`src/rtl/move_pkg.sv`:
```
// ---------------------------------------------------------------------------
// move_pkg
// Shared definitions for the 2048 move scheduler:
//   - direction codes (also the bit index of each direction in pressed/pending)
//   - scheduler state encoding
//   - production cooldown length (about 10 ms at 100 MHz)
// ---------------------------------------------------------------------------
package move_pkg;

  localparam logic [1:0] DIR_UP    = 2'd0;
  localparam logic [1:0] DIR_DOWN  = 2'd1;
  localparam logic [1:0] DIR_LEFT  = 2'd2;
  localparam logic [1:0] DIR_RIGHT = 2'd3;

  localparam int unsigned COOLDOWN_CYCLES_PROD = 32'd1 << 20;

  typedef enum logic [1:0] {
    IDLE      = 2'd0,
    ISSUE     = 2'd1,
    WAIT_DONE = 2'd2,
    COOLDOWN  = 2'd3
  } state_t;

endpackage

```
`src/rtl/rr_pick4.sv`:
```
// ---------------------------------------------------------------------------
// rr_pick4
// Combinational 4-way round-robin picker. The search starts one position
// after the last grant and wraps, so the last granted direction has the
// lowest priority.
//
// Ports:
//   req    in  4  request bits (bit index = direction code)
//   last   in  2  previously granted index
//   grant  out 2  first requesting index after last (DIR_UP when none)
//   any    out 1  at least one request is set
// ---------------------------------------------------------------------------
module rr_pick4
  import move_pkg::*;
(
  input  logic [3:0] req,
  input  logic [1:0] last,
  output logic [1:0] grant,
  output logic       any
);

  logic [1:0] idx;

  // Walk offsets from furthest (4, i.e. last itself) to nearest (1); the
  // nearest requesting index is assigned last and therefore wins.
  always_comb begin
    grant = DIR_UP;
    idx   = last;
    for (int i = 4; i >= 1; i--) begin
      idx = last + 2'(i);
      if (req[idx]) begin
        grant = idx;
      end
    end
  end

  assign any = |req;

endmodule

```
`src/rtl/move_scheduler.sv`:
```
// ---------------------------------------------------------------------------
// move_scheduler
// Latches debounced direction presses into pending bits, grants them one at
// a time (round-robin) as a move command over valid/ready, waits for the
// board to finish the move, then holds off for a cooldown period.
//
// Optional feature macro: MOVE_SCHED_TIMEOUT_EN
//   defined   : WAIT_DONE gives up after TIMEOUT_CYCLES, pulsing timeout
//   undefined : WAIT_DONE waits indefinitely, timeout is tied low
//
// Parameters:
//   COOLDOWN_CYCLES  idle cycles after move_done (0 = none)
//   TIMEOUT_CYCLES   WAIT_DONE limit when the timeout feature is built in
//   CNT_W            width of the shared cycle counter
//
// Ports:
//   clk         in  1  system clock, rising edge
//   rst_n       in  1  asynchronous active-low reset
//   pressed     in  4  one-cycle press pulses (0=up 1=down 2=left 3=right)
//   move_ready  in  1  board logic can accept a move
//   move_done   in  1  one-cycle pulse, board finished the current move
//   move_valid  out 1  move command valid
//   move_dir    out 2  direction of the command
//   pending     out 4  queued directions
//   busy        out 1  scheduler not in IDLE
//   timeout     out 1  one-cycle pulse on done-timeout
// ---------------------------------------------------------------------------
// state     | meaning
// ----------+------------------------------------------------------------
// IDLE      | nothing in flight; grant as soon as any pending bit is set
// ISSUE     | move_valid high, waiting for move_ready
// WAIT_DONE | command accepted, waiting for move_done (or timeout)
// COOLDOWN  | counting COOLDOWN_CYCLES before the next grant
// ---------------------------------------------------------------------------
module move_scheduler
  import move_pkg::*;
#(
  parameter int COOLDOWN_CYCLES = 4,
  parameter int TIMEOUT_CYCLES  = 1024,
  parameter int CNT_W           = 21
) (
  input  logic       clk,
  input  logic       rst_n,
  input  logic [3:0] pressed,
  input  logic       move_ready,
  input  logic       move_done,
  output logic       move_valid,
  output logic [1:0] move_dir,
  output logic [3:0] pending,
  output logic       busy,
  output logic       timeout
);

  // The counter never needs to exceed the larger of the two limits; holding
  // it there keeps it from ever wrapping.
  localparam int CNT_LIMIT =
    (COOLDOWN_CYCLES > TIMEOUT_CYCLES) ? COOLDOWN_CYCLES : TIMEOUT_CYCLES;
  localparam logic [CNT_W-1:0] CNT_SAT = CNT_W'(CNT_LIMIT);
  localparam logic [CNT_W-1:0] CD_LAST =
    (COOLDOWN_CYCLES > 0) ? CNT_W'(COOLDOWN_CYCLES - 1) : '0;
`ifdef MOVE_SCHED_TIMEOUT_EN
  localparam logic [CNT_W-1:0] TO_LAST =
    (TIMEOUT_CYCLES > 0) ? CNT_W'(TIMEOUT_CYCLES - 1) : '0;
`endif

  state_t           state;
  logic [CNT_W-1:0] counter;
  logic [1:0]       last_grant;
  logic [1:0]       pick;
  logic             pick_any;
  logic [3:0]       grant_mask;

  rr_pick4 u_pick (
    .req   (pending),
    .last  (last_grant),
    .grant (pick),
    .any   (pick_any)
  );

  assign grant_mask = 4'b0001 << pick;

`ifdef MOVE_SCHED_TIMEOUT_EN
  logic timeout_q;
  assign timeout = timeout_q;
`else
  assign timeout = 1'b0;
`endif

  always_ff @(posedge clk or negedge rst_n) begin
    if (!rst_n) begin
      state      <= IDLE;
      pending    <= '0;
      move_valid <= 1'b0;
      move_dir   <= DIR_UP;
      busy       <= 1'b0;
      counter    <= '0;
      last_grant <= DIR_RIGHT;
`ifdef MOVE_SCHED_TIMEOUT_EN
      timeout_q  <= 1'b0;
`endif
    end else begin
`ifdef MOVE_SCHED_TIMEOUT_EN
      timeout_q <= 1'b0;
`endif
      // Presses are latched in every state; the grant branch below
      // overrides this with the clear, still ORing in the press so that a
      // press on the granted bit in the same cycle keeps it pending.
      pending <= pending | pressed;

      case (state)
        IDLE: begin
          if (pick_any) begin
            pending    <= (pending & ~grant_mask) | pressed;
            move_dir   <= pick;
            last_grant <= pick;
            move_valid <= 1'b1;
            busy       <= 1'b1;
            state      <= ISSUE;
          end
        end

        ISSUE: begin
          if (move_ready) begin
            move_valid <= 1'b0;
            counter    <= '0;
            state      <= WAIT_DONE;
          end
        end

        WAIT_DONE: begin
          if (move_done) begin
            counter <= '0;
            if (COOLDOWN_CYCLES == 0) begin
              busy  <= 1'b0;
              state <= IDLE;
            end else begin
              state <= COOLDOWN;
            end
          end
`ifdef MOVE_SCHED_TIMEOUT_EN
          else if (counter == TO_LAST) begin
            timeout_q <= 1'b1;
            counter   <= '0;
            if (COOLDOWN_CYCLES == 0) begin
              busy  <= 1'b0;
              state <= IDLE;
            end else begin
              state <= COOLDOWN;
            end
          end else if (counter != CNT_SAT) begin
            counter <= counter + CNT_W'(1);
          end
`endif
        end

        COOLDOWN: begin
          if (counter == CD_LAST) begin
            busy  <= 1'b0;
            state <= IDLE;
          end else if (counter != CNT_SAT) begin
            counter <= counter + CNT_W'(1);
          end
        end

        default: begin
          state <= IDLE;
        end
      endcase
    end
  end

endmodule
```
`config.mk`:
```
export PLATFORM = sky130hd
export DESIGN_NAME = move_scheduler
export DESIGN_NICKNAME = d
export VERILOG_FILES = /design/src/rtl/move_pkg.sv /design/src/rtl/rr_pick4.sv /design/src/rtl/move_scheduler.sv
export SDC_FILE = /design/constraint.sdc
export NUM_CORES = 1
export LEC_CHECK = 0
export ABC_AREA = 1
export CAP_MARGIN = 10
export CORE_ASPECT_RATIO = 2
export CORE_MARGIN = 4
export CORE_UTILIZATION = 50
export DETAILED_ROUTE_END_ITERATION = 8
export GPL_TIMING_DRIVEN = 0
export PLACE_DENSITY_LB_ADDON = 0.2
export SYNTH_ARGS = -nofsm -noshare
export SYNTH_HDL_FRONTEND = slang
export SYNTH_SLANG_ARGS = --single-unit
```
`constraint.sdc`:
```
create_clock -name clk -period 4.1 [get_ports clk]
set_clock_uncertainty 0.2 [all_clocks]
set_input_delay 0.82 -clock clk [delete_from_list [all_inputs] [get_ports clk]]
set_output_delay 0.82 -clock clk [all_outputs]
set_load 0.1 [all_outputs]
```
; ---- Yosys cells after proc, flatten, opt, wreduce, memory -nomap -nowiden
; Index checks and enable logic that the tools add are counted.
; Widths: inputs -> output; s select.
[classes]
add_sub_neg = 4
magnitude_cmp = 4
n_eq_ne = 11
shift = 1
muxes = 29
bitwise = 4
reduce_logical = 10
[op_table]
columns = operator, count
row1 = $mux 21, 4
row2 = $pmux 21 s3, 1
row3 = $add 21x1->21 const B, 1
row4 = $eq 21x2->1 const B, 1
row5 = $ne 21x11->1 const B, 1
row6 = $mux 2, 8
row7 = $lt 2x3->1 const B, 4
row8 = $ne 2x2->1 const B, 6
row9 = $bmux 1 s2, 4
row10 = $mux 4, 2
row11 = $or 4x4->4, 2
row12 = $pmux 2 s4, 1
row13 = $mux 1, 7
row14 = $reduce_and 3->1, 2
row15 = $reduce_and 5->1, 1
row16 = $add 2x2->2 const B, 2
row17 = $and 4x4->4, 1
row18 = $eq 2x2->1 const B, 2
row19 = $not 4->4, 1
row20 = $pmux 1 s2, 2
row21 = $reduce_and 4->1, 1
row22 = $reduce_bool 2->1, 2
row23 = $reduce_or 4->1, 1
row24 = $shl 1x2->4 const A, 1
row25 = 5 further kinds, 5
[word_totals]
regBits = 33
input_bits = 8
output_inout_bits = 9
word_cells = 70

; ---- Logic depth before layout (Yosys ltp)
; Gate-level depths: netlist of the first run.
[depth]
ltp_word = 12
ltp_mapped = 13
ltp_nobuf = 12

; ---- Modules after synthesis
; From an unflattened synthesis of the first run, not the netlist that was laid out.
[unflattened]
cells_unflattened = 337
area_unflattened_um2 = 2313.5
[modules_own_cells]
columns = module, instances, cells_each, area_each_um2, seq_area_each_um2
row1 = move_scheduler, 1, 286, 2047.0, 828.3
row2 = rr_pick4, 1, 51, 266.5, 0.0

; ---- Worst setup path before layout of the first run
; Ideal clock, no wire load.
[synth_timing]
kind = reg-to-reg
startpoint = register pending[3]
endpoint = register pending[3]
setup_ns = 0.121
arrival_ns = 1.892
required_time_ns = 3.779
slack_ns = 1.887
stages_incl_launch_ff = 12
path_buffers = 0
synth_period_minus_slack_ns = 2.213
cell_sequence = dfrtp_1 -> inv_1 -> o21ai_0 -> nand2_1 -> nand2_1 -> inv_1 -> nand2_1 -> nand2_1 -> nand2_1 -> nand2_1 -> nor2_1 -> nor2_1
[synth_between]
elab_chain_len = 12
word_cells_on_any_way = 20
classes_between = shift: 1 / mux: 14 / bitwise: 4 / reduce/logical: 1
[synth_lines]
columns = item, line
row1 = start: declaration, move_scheduler.sv:49  ; output logic [3:0] pending,
row2 = start signal: assignment, move_scheduler.sv:108  ; pending <= pending | pressed;
row3 = start signal: assignment, move_scheduler.sv:113  ; pending <= (pending & ~grant_mask) | pressed;
row4 = $bmux 1 s2, rr_pick4.sv:31  ; if (req[idx]) begin
row5 = $mux 1 (not written as such), rr_pick4.sv:31
row6 = $mux 2 (4 in a row), rr_pick4.sv:31
row7 = $shl 1x2->4, move_scheduler.sv:80  ; assign grant_mask = 4'b0001 << pick;
row8 = $not 4->4, move_scheduler.sv:113
row9 = $and 4x4->4, move_scheduler.sv:113
row10 = $or 4x4->4, move_scheduler.sv:113
row11 = $mux 4, move_scheduler.sv:112  ; if (pick_any) begin
row12 = $mux 4 (*), move_scheduler.sv:110  ; case (state)
; Mark *: on every way between the ends. The rest lies on a longest branch, timed or not. The select of a mux whose other input is x is not followed.
; A chain may end at the register's enable or synchronous reset.

; ---- Final worst setup path of the first run
[layout_timing]
startpoint = register pending[0]
endpoint = output pending[0]
; No word-level cell between the ends.

==> run_results.csv, run 1 <==
group,metric,value,unit
placed_design,dpl.cell_count,403,
worst_hold_path,min_from,"move_dir[1]$_DFFE_PN0P_",
placed_design,dp_hpwl,4.559,mm
detailed_routing,drtIter0Drc,71,
detailed_routing,viasPerCell,5.109,
sta,fin_ws,1.192,ns
die,die-height,103.3,µm
clocking,cts_buffer_depth,2,
setup_path,crit_fanout,5,
yosys,synthesis.area,2270,µm²
final_layout,nets,371,
clocking,cts_max_level,2,
clocking,clk-insertion-delay-late,0.28,ns
clocking,cts_buffers,5,
grt,grt_max_degree,34,
sta,hold_viol,0,
yosys,seq_area_frac_synth,36.49,%
grt,antenna_found_initial,0,
grt,grt_pass1_wl,10.08,mm
setup_path,critPathSlowestCell,"clkdlybuf4s50_1",
sta,setup_viol,0,
yosys,synth_area_leaders,"dfrtp_1, nand2_1, nand3_1",
sta,worst_pin_slew,0.9664,ns
clocking,post_cts_resized,0,
detailed_routing,ant_nets,0,
yosys,ys.warnings.count,0,
clocking,clkSinkCount,33,
final_layout,diodes,0,
clocking,clkTransAtPathRegs,0.07,ns
run,cap_violations,0,
clocking,cts_root_buf,"clkbuf_8",
sta,rsz0062_at_grt,"false",
setup_path,slowest_delay,1.17,ns
sta,timing.fmax,0.3438,GHz
final_layout,area_growth_syn_to_layout,13.01,%
die,io_pins,17,
power,p_leak,1.193,nW
yosys,synth.top_cell.area_share,34.18,%
yosys,synthArstFlopShare,100.0,%
detailed_routing,num_vias,2100,
detailed_routing,wire_per_inst,13.97,µm
setup_path,setup.worst_path.start,"pending[0]$_DFF_PN0_",
sta,layout_min_cycle_time,2.908,ns
final_layout,nFillCells,445,
yosys,syn_nets,349,
final_layout,drive_above_1_share,10.08,%
sta,slew_headroom,35.37,%
setup_path,cp-start-kind,"register",
setup_path,end_kind,"output port",
worst_hold_path,hold_path.class,"register to register",
sta,whs,0.2865,ns
placed_design,place_congestion,0.9773,
detailed_routing,drtPass1Iterations,4,
setup_path,rr_startpoint,"counter[0]$_DFFE_PN0P_",
detailed_routing,drt-total-wl,5.740,mm
grt,overflow,0,
detailed_routing,drc,0,
final_layout,layout_common_cells,"nand2_1, inv_1, nor2_1",
yosys,synth_seq_cells,33,
power,powerDensity,674.6,nW/µm²
die,row_count,34,
grt,grt_pass1_vias,2216,
setup_path,crit_family,"buffers and inverters",
final_layout,final_common_cell,"nand2_1",
die,dieArea,5747,µm²
setup_path,worst-path-buf-inv,1,
yosys,synthFlopType,"dfrtp_1",
die,die_width,55.64,µm
final_layout,fin_cells,411,
final_layout,utilization,58.54,%
yosys,synthDistinctLibCells,27,
setup_path,cp_cell_sequence,"clkdlybuf4s50_1",
clocking,cts_tree,"built",
sta,fin_crit_sh,70.94,%
sta,finalSetupTns,0,ns
sta,maxSlewViolCount,0,
placed_design,io_buffers,15,
yosys,synth_edf_count,0,
die,start_util,51.80,%
yosys,avgSynthCellArea,6.795,µm²
outcome,status,"finished, final reports clean",
setup_path,crit_required,3.08,ns
die,fp.coreArea,4382,µm²
grt,grt_use_total,22.55,%
yosys,syn_inst,334,
setup_path,arrival,1.89,ns
yosys,yosys.area.top_type,"dfrtp_1",
power,ir_worst_vdd,0.0003946,V
clocking,hold_buffers,0,
clocking,cts_setup_buffers,0,
placed_design,post-place-ws,1.504,ns
setup_path,critical_path_class,"register to output port",
-- cells by family after synthesis --
logic type      synth area share [%]
fa+ha+maj                      3.859
other cells                   0.1652
flops                          36.49
xor+xnor                       5.017
compound gates                 7.387
buf+inv                        10.09
simple gates                   36.99
-- Yosys cell counts, drive strengths merged, types with 2 or more instances --
master / n
buf: 6
clkbuf: 2
dfrtp: 31
dfstp: 2
ha: 7
inv: 47
nand2: 100
nand3: 35
nand4: 5
nor2: 37
nor3: 14
o21ai: 26
or2: 4
xor2: 13
-- state kept, by name, indices dropped and copies added (netlist names) --
name	flops
busy	1
counter	21
last_grant	2
move_dir	2
move_valid	1
pending	4
state	2
-- metal layers --
layer  vias up  global-route usage (%)  routed length (µm)
li1       1097                       -                   -
met1       943                   21.48                2027
met2        40                   44.89                3293
met3        20                   3.354                 155
met4         0                   12.92                 264
met5         -                       0                   0
-- through the flow --
step                power (W)  cell area, µm²
floorplan            0.001241            2270
global placement     0.001501            2487
detailed placement   0.001508            2482
CTS                  0.001749            2565
global route         0.001882            2565
finish               0.001730            2565
-- area by class of cell --
type | count | area [µm²] | area share [%]
multi-input combinational | 246 | 1212 | 47.27
sequential | 33 | 828.3 | 32.29
inverter | 47 | 176.4 | 6.878
timing repair buffer | 15 | 145.1 | 5.659
clock buffer | 6 | 72.57 | 2.829
tap | 54 | 67.56 | 2.634
buffer | 8 | 52.55 | 2.049
clock inverter | 2 | 10.01 | 0.3902
-- worst paths after layout --
check | to | slack (ns) | cells after the start
setup / recovery | pending[0] | 1.19 | 1
hold / removal | move_dir[1]$_DFFE_PN0P_ | 0.29 | 2
setup reg to reg | counter[8]$_DFFE_PN0P_ | 1.93 | 12
hold reg to reg | move_dir[1]$_DFFE_PN0P_ | 0.29 | 2
max in group asynchronous | pending[0]$_DFF_PN0_ | 2.81 | 1
min in group asynchronous | move_valid$_DFFE_PN0P_ | 0.40 | 1
-- power breakdown --
part | leakage (nW) | total [W] | switching (W) | internal, W
combinational | 0.726 | 0.00104 | 0.000760 | 0.000282
clock | 0.0450 | 0.000235 | 0.000118 | 0.000118
sequential | 0.422 | 0.000453 | 0.0000557 | 0.000397
total | 1.19 | 0.00173 | 0.000933 | 0.000797
No activity file was read; power rests on OpenSTA's default activity.
==> run 2, diff against run 1 <==
==> constraint.sdc (replaced) <==
create_clock -name clk -period 2.7 [get_ports clk]
set_clock_uncertainty 0.2 [all_clocks]
set_input_delay 0.54 -clock clk [delete_from_list [all_inputs] [get_ports clk]]
set_output_delay 0.54 -clock clk [all_outputs]
set_load 0.1 [all_outputs]
==> results of run 2 <==
Same layout as run 1 (identical final DEF). Status: finished, final reports clean.
Main changes from that run: setup slack after placement 1.504 ns -> 0.3838 ns; setup slack after layout 1.192 ns -> 0.07158 ns; hold slack 0.2865 ns -> 0.1219 ns; register-to-register setup slack 1.93 ns -> 0.53 ns; total power 0.001730 W -> 0.002628 W; worst IR drop on VDD 0.0003946 V -> 0.0005993 V
==> run 3, diff against run 2 <==
--- a/config.mk
+++ b/config.mk
@@ -12,7 +12,7 @@
 export CORE_UTILIZATION = 50
 export DETAILED_ROUTE_END_ITERATION = 8
 export GPL_TIMING_DRIVEN = 0
-export PLACE_DENSITY_LB_ADDON = 0.2
+export PLACE_DENSITY = 0.82
 export SYNTH_ARGS = -nofsm -noshare
 export SYNTH_HDL_FRONTEND = slang
 export SYNTH_SLANG_ARGS = --single-unit
==> run_results.csv, run 3 (synthesized netlist as in run 1, its figures left out) <==
group,metric,value,unit
power,ir_worst_vdd,0.0008723,V
die,row_count,34,
setup_path,critPathSlowestCell,"clkdlybuf4s50_1",
final_layout,diodes,0,
grt,antenna_found_initial,0,
setup_path,arrival,1.87,ns
detailed_routing,ant_nets,0,
final_layout,nets,371,
die,dieArea,5747,µm²
clocking,cts_root_buf,"clkbuf_8",
power,power,0.002629,W
die,start_util,51.80,%
grt,overflow,0,
sta,rsz0062_at_grt,"false",
detailed_routing,num_vias,2187,
placed_design,place_congestion,0.9580,
power,p_leak,1.192,nW
clocking,cts_buffers,5,
placed_design,dpl.cell_count,403,
sta,hold_viol,0,
clocking,post_cts_resized,0,
detailed_routing,drc,0,
final_layout,fin_cells,411,
clocking,clk-insertion-delay-late,0.29,ns
clocking,cts_tree,"built",
setup_path,slowest_delay,1.16,ns
sta,timing.fmax,0.3832,GHz
detailed_routing,wire_per_inst,13.81,µm
placed_design,dp_hpwl,4.480,mm
grt,grt_pass1_vias,2141,
setup_path,rr_worst_depth,12,
die,die-height,103.3,µm
final_layout,multiInputGateArea,1212,µm²
sta,slew_headroom,35.09,%
sta,whs,0.1112,ns
detailed_routing,drtIter0Drc,69,
detailed_routing,viasPerCell,5.321,
clocking,cts_max_level,2,
final_layout,largestRegisters,"counter x21, pending x4",
setup_path,crit_required,1.96,ns
placed_design,io_buffers,15,
setup_path,cp-start-kind,"register",
final_layout,layout_common_cells,"nand2_1, inv_1, nor2_1",
run,cap_violations,0,
power,powerDensity,1023,nW/µm²
grt,grt_pass1_wl,9.432,mm
setup_path,end_kind,"output port",
clocking,cts_setup_buffers,0,
die,die_width,55.64,µm
clocking,cts_buffer_depth,2,
final_layout,seq_area,828.3,µm²
sta,worst_pin_slew,0.9706,ns
worst_hold_path,hold_path.class,"input pin to async pin",
sta,layout_min_cycle_time,2.609,ns
outcome,status,"finished, final reports clean",
clocking,clkSinkCount,33,
setup_path,cp_cell_sequence,"clkdlybuf4s50_1",
setup_path,reg2reg_slack,0.51,ns
setup_path,crit_fanout,5,
detailed_routing,drt-total-wl,5.674,mm
final_layout,nFillCells,418,
final_layout,drive_above_1_share,10.36,%
setup_path,reg2reg_to,"counter[12]$_DFFE_PN0P_",
final_layout,final_common_cell,"nand2_1",
final_layout,largest_register,"counter",
die,fp.coreArea,4382,µm²
detailed_routing,drtPass1Iterations,6,
clocking,hold_buffers,0,
setup_path,rr_startpoint,"counter[0]$_DFFE_PN0P_",
grt,grt_max_degree,34,
sta,fin_crit_sh,96.64,%
sta,maxSlewViolCount,0,
die,io_pins,17,
setup_path,crit_family,"buffers and inverters",
final_layout,largest_reg_flops,21,
sta,finalSetupTns,0,ns
setup_path,setup.worst_path.start,"pending[1]$_DFF_PN0_",
setup_path,worst-path-buf-inv,1,
setup_path,critical_path_class,"register to output port",
final_layout,utilization,58.62,%
clocking,clkTransAtPathRegs,0.07,ns
final_layout,area_growth_syn_to_layout,13.18,%
sta,setup_viol,0,
grt,grt_use_total,21.05,%
run 3: layout make-up:
type | count | share of cell area, %
inverter | 47 | 6.868
clock buffer | 5 | 2.679
tap | 54 | 2.630
multi-input combinational | 246 | 47.20
buffer | 8 | 2.046
timing repair buffer | 15 | 5.650
clock inverter | 3 | 0.6819
sequential | 33 | 32.25
run 3: worst max-delay path by stage:
stage	slack [ns]	endpoint	cells past startpoint
2_1_floorplan	0.49	pending[3]$_DFF_PN0_	11
3_3_place_gp	0.23	counter[18]$_DFFE_PN0P_	1
3_5_place_dp	0.39	pending[2]	1
4_1_cts	0.07	pending[2]	1
5_1_grt	0.02	pending[2]	1
6_report	0.09	pending[1]	1
run 3: power breakdown:
group / leakage (nW) / total (W) / switching, W / internal [W]
Clock: 0.0439 / 0.000363 / 0.000185 / 0.000178
Sequential: 0.422 / 0.000687 / 0.0000837 / 0.000603
Combinational: 0.726 / 0.00158 / 0.00115 / 0.000425
Total: 1.19 / 0.00263 / 0.00142 / 0.00121
run 3: metrics by stage:
stage                     worst slack (ns)  cell area [µm²]
after floorplan                     0.4872             2270
after global placement              0.2274             2487
after detailed placement            0.3865             2482
after CTS                          0.07374             2569
after global routing               0.02293             2569
final                              0.09065             2569
run 3: worst reg2reg max path, cell delays in order (launching register included):
cell	delay, ns
dfrtp_1	0.46
ha_1	0.33
nand3_1	0.15
nand2_1	0.09
inv_1	0.05
nor3_2	0.12
nand2_1	0.09
nand2_2	0.11
inv_2	0.05
buf_6	0.14
buf_6	0.15
nand2_1	0.08
o21ai_1	0.07
run 3: metal layers:
layer,vias to the layer above,track usage [%],part of all wire [%]
met2,78,41.97,56
met4,0,17.79,6.7
met1,984,17.46,33
met3,31,3.354,4.2
li1,1094,-,-
met5,-,0,0
